**config.mk**
```make
export PLATFORM = sky130hd
export DESIGN_NAME = spi_slave_if
export DESIGN_NICKNAME = d
export VERILOG_FILES = /design/src/rtl/spi_slave_if.sv
export SDC_FILE = /design/constraint.sdc
export NUM_CORES = 1
export LEC_CHECK = 0
export CORE_UTILIZATION = 30
export CTS_BUF_LIST = sky130_fd_sc_hd__clkbuf_4 sky130_fd_sc_hd__clkbuf_8 sky130_fd_sc_hd__clkbuf_16
export CTS_CLUSTER_SIZE = 16
export DETAILED_ROUTE_END_ITERATION = 8
export PLACE_DENSITY_LB_ADDON = 0.3
export REMOVE_ABC_BUFFERS = 1
export SETUP_SLACK_MARGIN = 0.05
export SYNTH_ARGS = -nofsm -noshare
export SYNTH_HDL_FRONTEND = slang
export SYNTH_SLANG_ARGS = --single-unit
```
**constraint.sdc**
```tcl
create_clock -name clk -period 2.85 [get_ports clk]
set_input_delay 0.57 -clock clk [delete_from_list [all_inputs] [get_ports clk]]
set_output_delay 0.57 -clock clk [all_outputs]
set_load 0.05 [all_outputs]
```
**src/rtl/spi_slave_if.sv**
```systemverilog
// SPI slave front end for the single-port RAM: MOSI frames become 10-bit words on
// rx_data/rx_valid, and RAM read bytes are shifted back out on MISO.
module spi_slave_if #(
  parameter int ADDR_SIZE = 8
) (
  input  logic                 clk,
  input  logic                 rst_n,
  input  logic                 SS_n,
  input  logic                 MOSI,
  input  logic                 tx_valid,
  input  logic [ADDR_SIZE-1:0] tx_data,
  output logic [ADDR_SIZE+1:0] rx_data,
  output logic                 rx_valid,
  output logic                 MISO
);

  localparam int WORD_W = ADDR_SIZE + 2;
  localparam int CNT_W  = $clog2(WORD_W + 1);
  localparam int TXC_W  = $clog2(ADDR_SIZE);

  typedef enum logic [2:0] {IDLE, CHK_CMD, WRITE, READ_ADD, READ_DATA} state_t;

  state_t             state, next_state;
  logic [CNT_W-1:0]   bit_cnt;
  logic [WORD_W-2:0]  rx_shift;
  logic               rd_addr_flag;
  logic               arm_pend, armed, tx_busy;
  logic [ADDR_SIZE-2:0] tx_shift;
  logic [TXC_W-1:0]   tx_cnt;
  logic               in_frame, last_bit, abort;

  assign in_frame = (state == WRITE) || (state == READ_ADD) || (state == READ_DATA);
  // An SS_n rise wins over the final payload bit on the same edge.
  assign last_bit = in_frame && !SS_n && (bit_cnt == CNT_W'(WORD_W - 1));
  assign abort    = (state != IDLE) && SS_n;

  always_ff @(posedge clk or negedge rst_n) begin
    if (!rst_n) state <= IDLE;
    else        state <= next_state;
  end

  always_comb begin
    next_state = state;
    case (state)
      IDLE:    if (!SS_n) next_state = CHK_CMD;
      CHK_CMD: begin
        if (SS_n)              next_state = IDLE;
        else if (!MOSI)        next_state = WRITE;
        else if (rd_addr_flag) next_state = READ_DATA;
        else                   next_state = READ_ADD;
      end
      default: if (SS_n) next_state = IDLE;
    endcase
  end

  always_ff @(posedge clk or negedge rst_n) begin
    if (!rst_n) begin
      bit_cnt      <= '0;
      rx_shift     <= '0;
      rx_data      <= '0;
      rx_valid     <= 1'b0;
      rd_addr_flag <= 1'b0;
    end else begin
      rx_valid <= last_bit;
      if (!in_frame || SS_n) begin
        bit_cnt <= '0;
      end else if (bit_cnt != CNT_W'(WORD_W)) begin
        rx_shift <= {rx_shift[WORD_W-3:0], MOSI};
        bit_cnt  <= bit_cnt + CNT_W'(1);
      end
      if (last_bit) begin
        rx_data <= {rx_shift, MOSI};
        if (state == READ_ADD)  rd_addr_flag <= 1'b1;
        if (state == READ_DATA) rd_addr_flag <= 1'b0;
      end
    end
  end

  // Read return: arm one edge after rx_valid so a stale tx_valid level cannot
  // load before the RAM has seen the request.
  always_ff @(posedge clk or negedge rst_n) begin
    if (!rst_n) begin
      arm_pend <= 1'b0;
      armed    <= 1'b0;
      tx_busy  <= 1'b0;
      tx_shift <= '0;
      tx_cnt   <= '0;
      MISO     <= 1'b0;
    end else if (abort) begin
      arm_pend <= 1'b0;
      armed    <= 1'b0;
      tx_busy  <= 1'b0;
      MISO     <= 1'b0;
    end else begin
      arm_pend <= last_bit && (state == READ_DATA);
      if (arm_pend) armed <= 1'b1;
      if (armed && tx_valid) begin
        MISO     <= tx_data[ADDR_SIZE-1];
        tx_shift <= tx_data[ADDR_SIZE-2:0];
        tx_cnt   <= TXC_W'(ADDR_SIZE - 1);
        armed    <= 1'b0;
        tx_busy  <= 1'b1;
      end else if (tx_busy) begin
        if (tx_cnt != '0) begin
          MISO     <= tx_shift[ADDR_SIZE-2];
          tx_shift <= tx_shift << 1;
          tx_cnt   <= tx_cnt - TXC_W'(1);
        end else begin
          MISO    <= 1'b0;
          tx_busy <= 1'b0;
        end
      end
    end
  end

endmodule

```
---- Yosys cells after proc, flatten, opt, wreduce, memory -nomap -nowiden ----
Index checks and enable logic that the tools add are counted.
storage, ports and cells
  input port bits ......................... 13
  output and inout bits ................... 12
  logic and storage cells ................. 75
  flip-flop bits (word level) ............. 42
cells by class
  mux-type cells .......................... 28
  add/subtract/negate cells ............... 2
  eq/ne operators ......................... 7
  bitwise logic cells ..................... 2
  reductions and logical operators ........ 24
operators by type and width
  cell                                                                   number
  3-bit 2-to-1 mux                                                       8
  7-bit 2-to-1 mux                                                       3
  3-bit nonzero test                                                     5
  1-bit 2-to-1 mux                                                       14
  4-bit 2-to-1 mux                                                       2
  2-bit nonzero test                                                     4
  3-bit by 2-bit equality test with 1-bit output, second input constant  2
  3-bit case mux with 2 select lines                                     1
  2-bit AND reduction                                                    3
  1-bit logical AND                                                      5
  4-bit by 1-bit adder with 4-bit output, second input constant          1
  4-bit equality test, second input constant                             1
  4-bit inequality test, second input constant                           1
  3-bit by 1-bit equality test with 1-bit output, second input constant  1
  3-bit equality test, second input constant                             1
  3-bit logical NOT                                                      1
  1-bit logical OR                                                       3
  3-bit AND reduction                                                    1
  3-bit by 1-bit subtractor with 3-bit output, second input constant     1
  1-bit logical NOT                                                      2
  2-bit inequality test, second input constant                           1
  1-bit NOT                                                              2

---- Depth between registers and ports, before layout ----
  depth in word-level cells ............... 7
  depth in mapped cells ................... 6
  depth with buffers taken out ............ 6

---- Least setup slack after synthesis ----
Ideal clock, no wire load.
  path kind ............................... input port to flip-flop
  start ................................... in SS_n
  end ..................................... reg rx_data[1]
  buffers on the path ..................... 2
  arrival ................................. 1.699 ns
  data required time ...................... 2.725 ns
  path slack .............................. 1.026 ns
  library setup time ...................... 0.125 ns
  stages .................................. 6
  cell sequence ........................... buf_6 > nor4b_4 > a21oi_2 > or2_4 > buf_6 > mux2_4
between the ends
  word-level cells in the longest chain between the ends .. 3
RTL lines
  what                             line  text
  start: declaration               8     input logic SS_n,
  1-bit logical NOT                --
  1-bit logical AND (2 in series)  34    assign last_bit = in_frame && !SS_n && (bit_cnt == CNT_W'(WORD_W - 1));
  end signal: assignment           72    rx_data <= {rx_shift, MOSI};
  end: declaration                 12    output logic [ADDR_SIZE+1:0] rx_data,
No other way between the ends.
A chain may end at the register's enable or synchronous reset.

---- Final worst setup path ----
  start ................................... in SS_n
  end ..................................... reg rx_shift[4]
between the ends
  word-level cells in the longest chain between the ends .. 3
RTL lines
  what                                  line  text
  1-bit logical OR                      65    if (!in_frame || SS_n) begin
  1-bit NOT (no source line)            --
  2-bit AND reduction (no source line)  --
  end signal: assignment                68    rx_shift <= {rx_shift[WORD_W-3:0], MOSI};
  end: declaration                      25    logic [WORD_W-2:0] rx_shift;
No other way between the ends.

==> reports/results.ini <==
[placement]
dpl.hpwl_um=2380
io_buffer_count=24
placed_cell_area_um2=2200
numPlacedInstances=237
gp_congestion=0.754

[routing]
dr.pass1.iters=4
avgRoutedWirePerCell_um=14.3
drt-initial-drc-count=55
drc=0
wl_met1_um=1480
antenna_left=0
drt-vias-per-instance=4.74
wl_met3_um=182
wirelength_um=3500
wl_met2_um=1800
top_layer=met4
vias=1162

[synthesis]
ys_async_sr_fraction=1.00
ys.warnings.count=0
synth_top_area_frac=0.548
synth_cell_types=34
synth_commonest_cells=dfrtp_1 (42), mux2_2 (24), nor2_1 (10)
synth_mux_area_frac=0.209
yosysSeqAreaShare=0.548
yosys.area.top_type=dfrtp_1
synth_compound_area_frac=0.0633
synth_fa_ha_area_frac=0.0326
synthXorXnorAreaFrac=0.0137
yosys-top-cells-area=dfrtp_1 (55%), mux2_2 (14%), mux2_4 (6.3%)
synthSimpleGateAreaFrac=0.0914
synth_seq_cells=42
avgSynthCellArea_um2=13.3
synth_edf_count=0
syn_area_um2=1920
yosys_most_used_dff=dfrtp_1
synth_top_family_by_area=multiplexers
netlist_instances=144
synth.most_common_cell=dfrtp_1

[grt]
grt_pass1_vias=1307
grt_pass1_wl_um=6020
grt_usage=0.120
antenna_found_initial=0
grt_max_degree=43
grt_overflow_total=0

[timing]
skew_ps=4.39
finalCriticalPeriod_ps=2230
fmax_mhz=449
rsz0062_at_grt=no
holdWs_ps=414
worst_pin_slew_ps=923
tns_ps=0
drv_slew=0
slew_headroom=0.385
finalHoldViolations=0
post-route-period-util=0.782
finalSetupViolCount=0

[worst_setup_path]
critical_path_class=primary input to flip-flop
worst_ep_arrival_time_ps=2410
crit_path_start_kind=primary input
worstPathRequired_ps=3030
path_max_fanout=10
end_kind=flip-flop

[die]
ios=25
core_area_um2=6030
die_y_um=81.9
rows=28
die_x_um=81.9
initial_core_util=0.318
die_area_um2=6710

[power]
leakage_nw=1.06
p_per_area_nw_per_um2=570
ir_drop_mv=0.278

[run]
cap_viol_max_count=0

[clocking]
cts_resized=0
clock_sinks=42
cts-htree-levels=2
cts_max_path_buffers=2
worst_setup_hold_path_clk_slew_ps=80
cts_buffers=5
holdBufCountCts=0
insertion_delay_ps=290
cts_tree=yes
post_cts_buffers=0
cts_root_buffer=clkbuf_8

[final_layout]
fin_cells=245
n_fill_cell=573
fin_nets=187
drive_gt1_frac=0.265
finalInstanceArea_um2=2290
n_antenna_cell=0
syn_to_final_growth_pct=19.5

[worst_hold_path]
hold_class=primary input to asynchronous set/reset pin

[run_status]
outcome=finished clean

[cells in the final DEF (no fill, tap or decap), drive strengths merged]
cell type / n
nor4b: 1
o21ai: 3
a211oi: 1
or2: 1
o31a: 2
o32a: 1
clkdlybuf4s50: 23
clkbuf: 6
xnor2: 1
ha: 5
clkinvlp: 1
inv: 8
buf: 1
dfrtp: 42
and2: 1
mux2i: 1
nand3b: 2
nand4b: 1
and2b: 1
nor2: 10
nand3: 4
nor4: 1
o22ai: 1
mux2: 32
nand2: 6
a21oi: 4
xor2: 2
nand2b: 3
o41ai: 1
a311oi: 1
a31oi: 2
clkinv: 1
[kinds of logic (layout without fill, tap and decap cells)]
| group | after synthesis | after routing |
|---|---|---|
| AND/OR/NAND/NOR | 31 | 31 |
| XOR/XNOR | 3 | 3 |
| multiplexers | 33 | 33 |
| flip-flops | 42 | 42 |
| adder cells (fa/ha/maj) | 5 | 5 |
| AO/OA/AOI/OAI | 16 | 16 |
| buffers and inverters | 14 | 40 |
[metrics by stage]
stage	util	setup slack, ps	power [mW]
3_3_place_gp	0.364	357	0.907
6_report	0.380	620	1.31
3_5_place_dp	0.364	294	0.924
4_1_cts	0.380	619	1.34
2_1_floorplan	-	1080	0.849
5_1_grt	0.380	535	1.40
[final cells by class]
type	count	area (µm²)	share of cell area
Inverter	8	30.0	0.0131
Multi-Input combinational cell	88	786	0.343
Sequential cell	42	1050	0.459
Timing Repair Buffer	24	235	0.103
Clock buffer	6	82.6	0.0360
Tap cell	75	93.8	0.0410
Clock inverter	2	12.5	0.00546
[final timing paths]
| path | endpoint | start | slack [ps] | cells past startpoint |
|---|---|---|---|---|
| setup reg to reg | rx_shift[4] | state[1] | 1000 | 4 |
| hold / removal | armed | rst_n | 410 | 1 |
| hold reg to reg | rx_data[9] | rx_data[9] | 510 | 1 |
| setup / recovery | rx_shift[4] | SS_n | 620 | 5 |
| min in group clk | rx_data[9] | rx_data[9] | 510 | 1 |
| max in group asynchronous | bit_cnt[0] | rst_n | 1870 | 1 |
[where the power goes]
group | total, mW | switching (mW) | internal [mW]
logic | 0.169 | 0.0741 | 0.0946
clock network | 0.395 | 0.200 | 0.195
registers | 0.742 | 0.0662 | 0.676
[state kept, by name (all words and copies together) (netlist names)]
register,cells
MISO,1
arm_pend,1
armed,1
bit_cnt,4
rd_addr_flag,1
rx_data,10
rx_shift,9
rx_valid,1
state,3
tx_busy,1
tx_cnt,3
tx_shift,7
[critical path: stages]
cell	delay, ps
clkdlybuf4s50_1	560
nor4b_4	340
a21oi_2	80
and2b_1	470
mux2_2	390
[routing by layer]
layer,vias up,global-route usage
met5,-,0
met4,0,0.0491
met3,5,0.0333
met2,23,0.213
met1,585,0.135
li1,549,-
(Power assumes the default switching activity.)
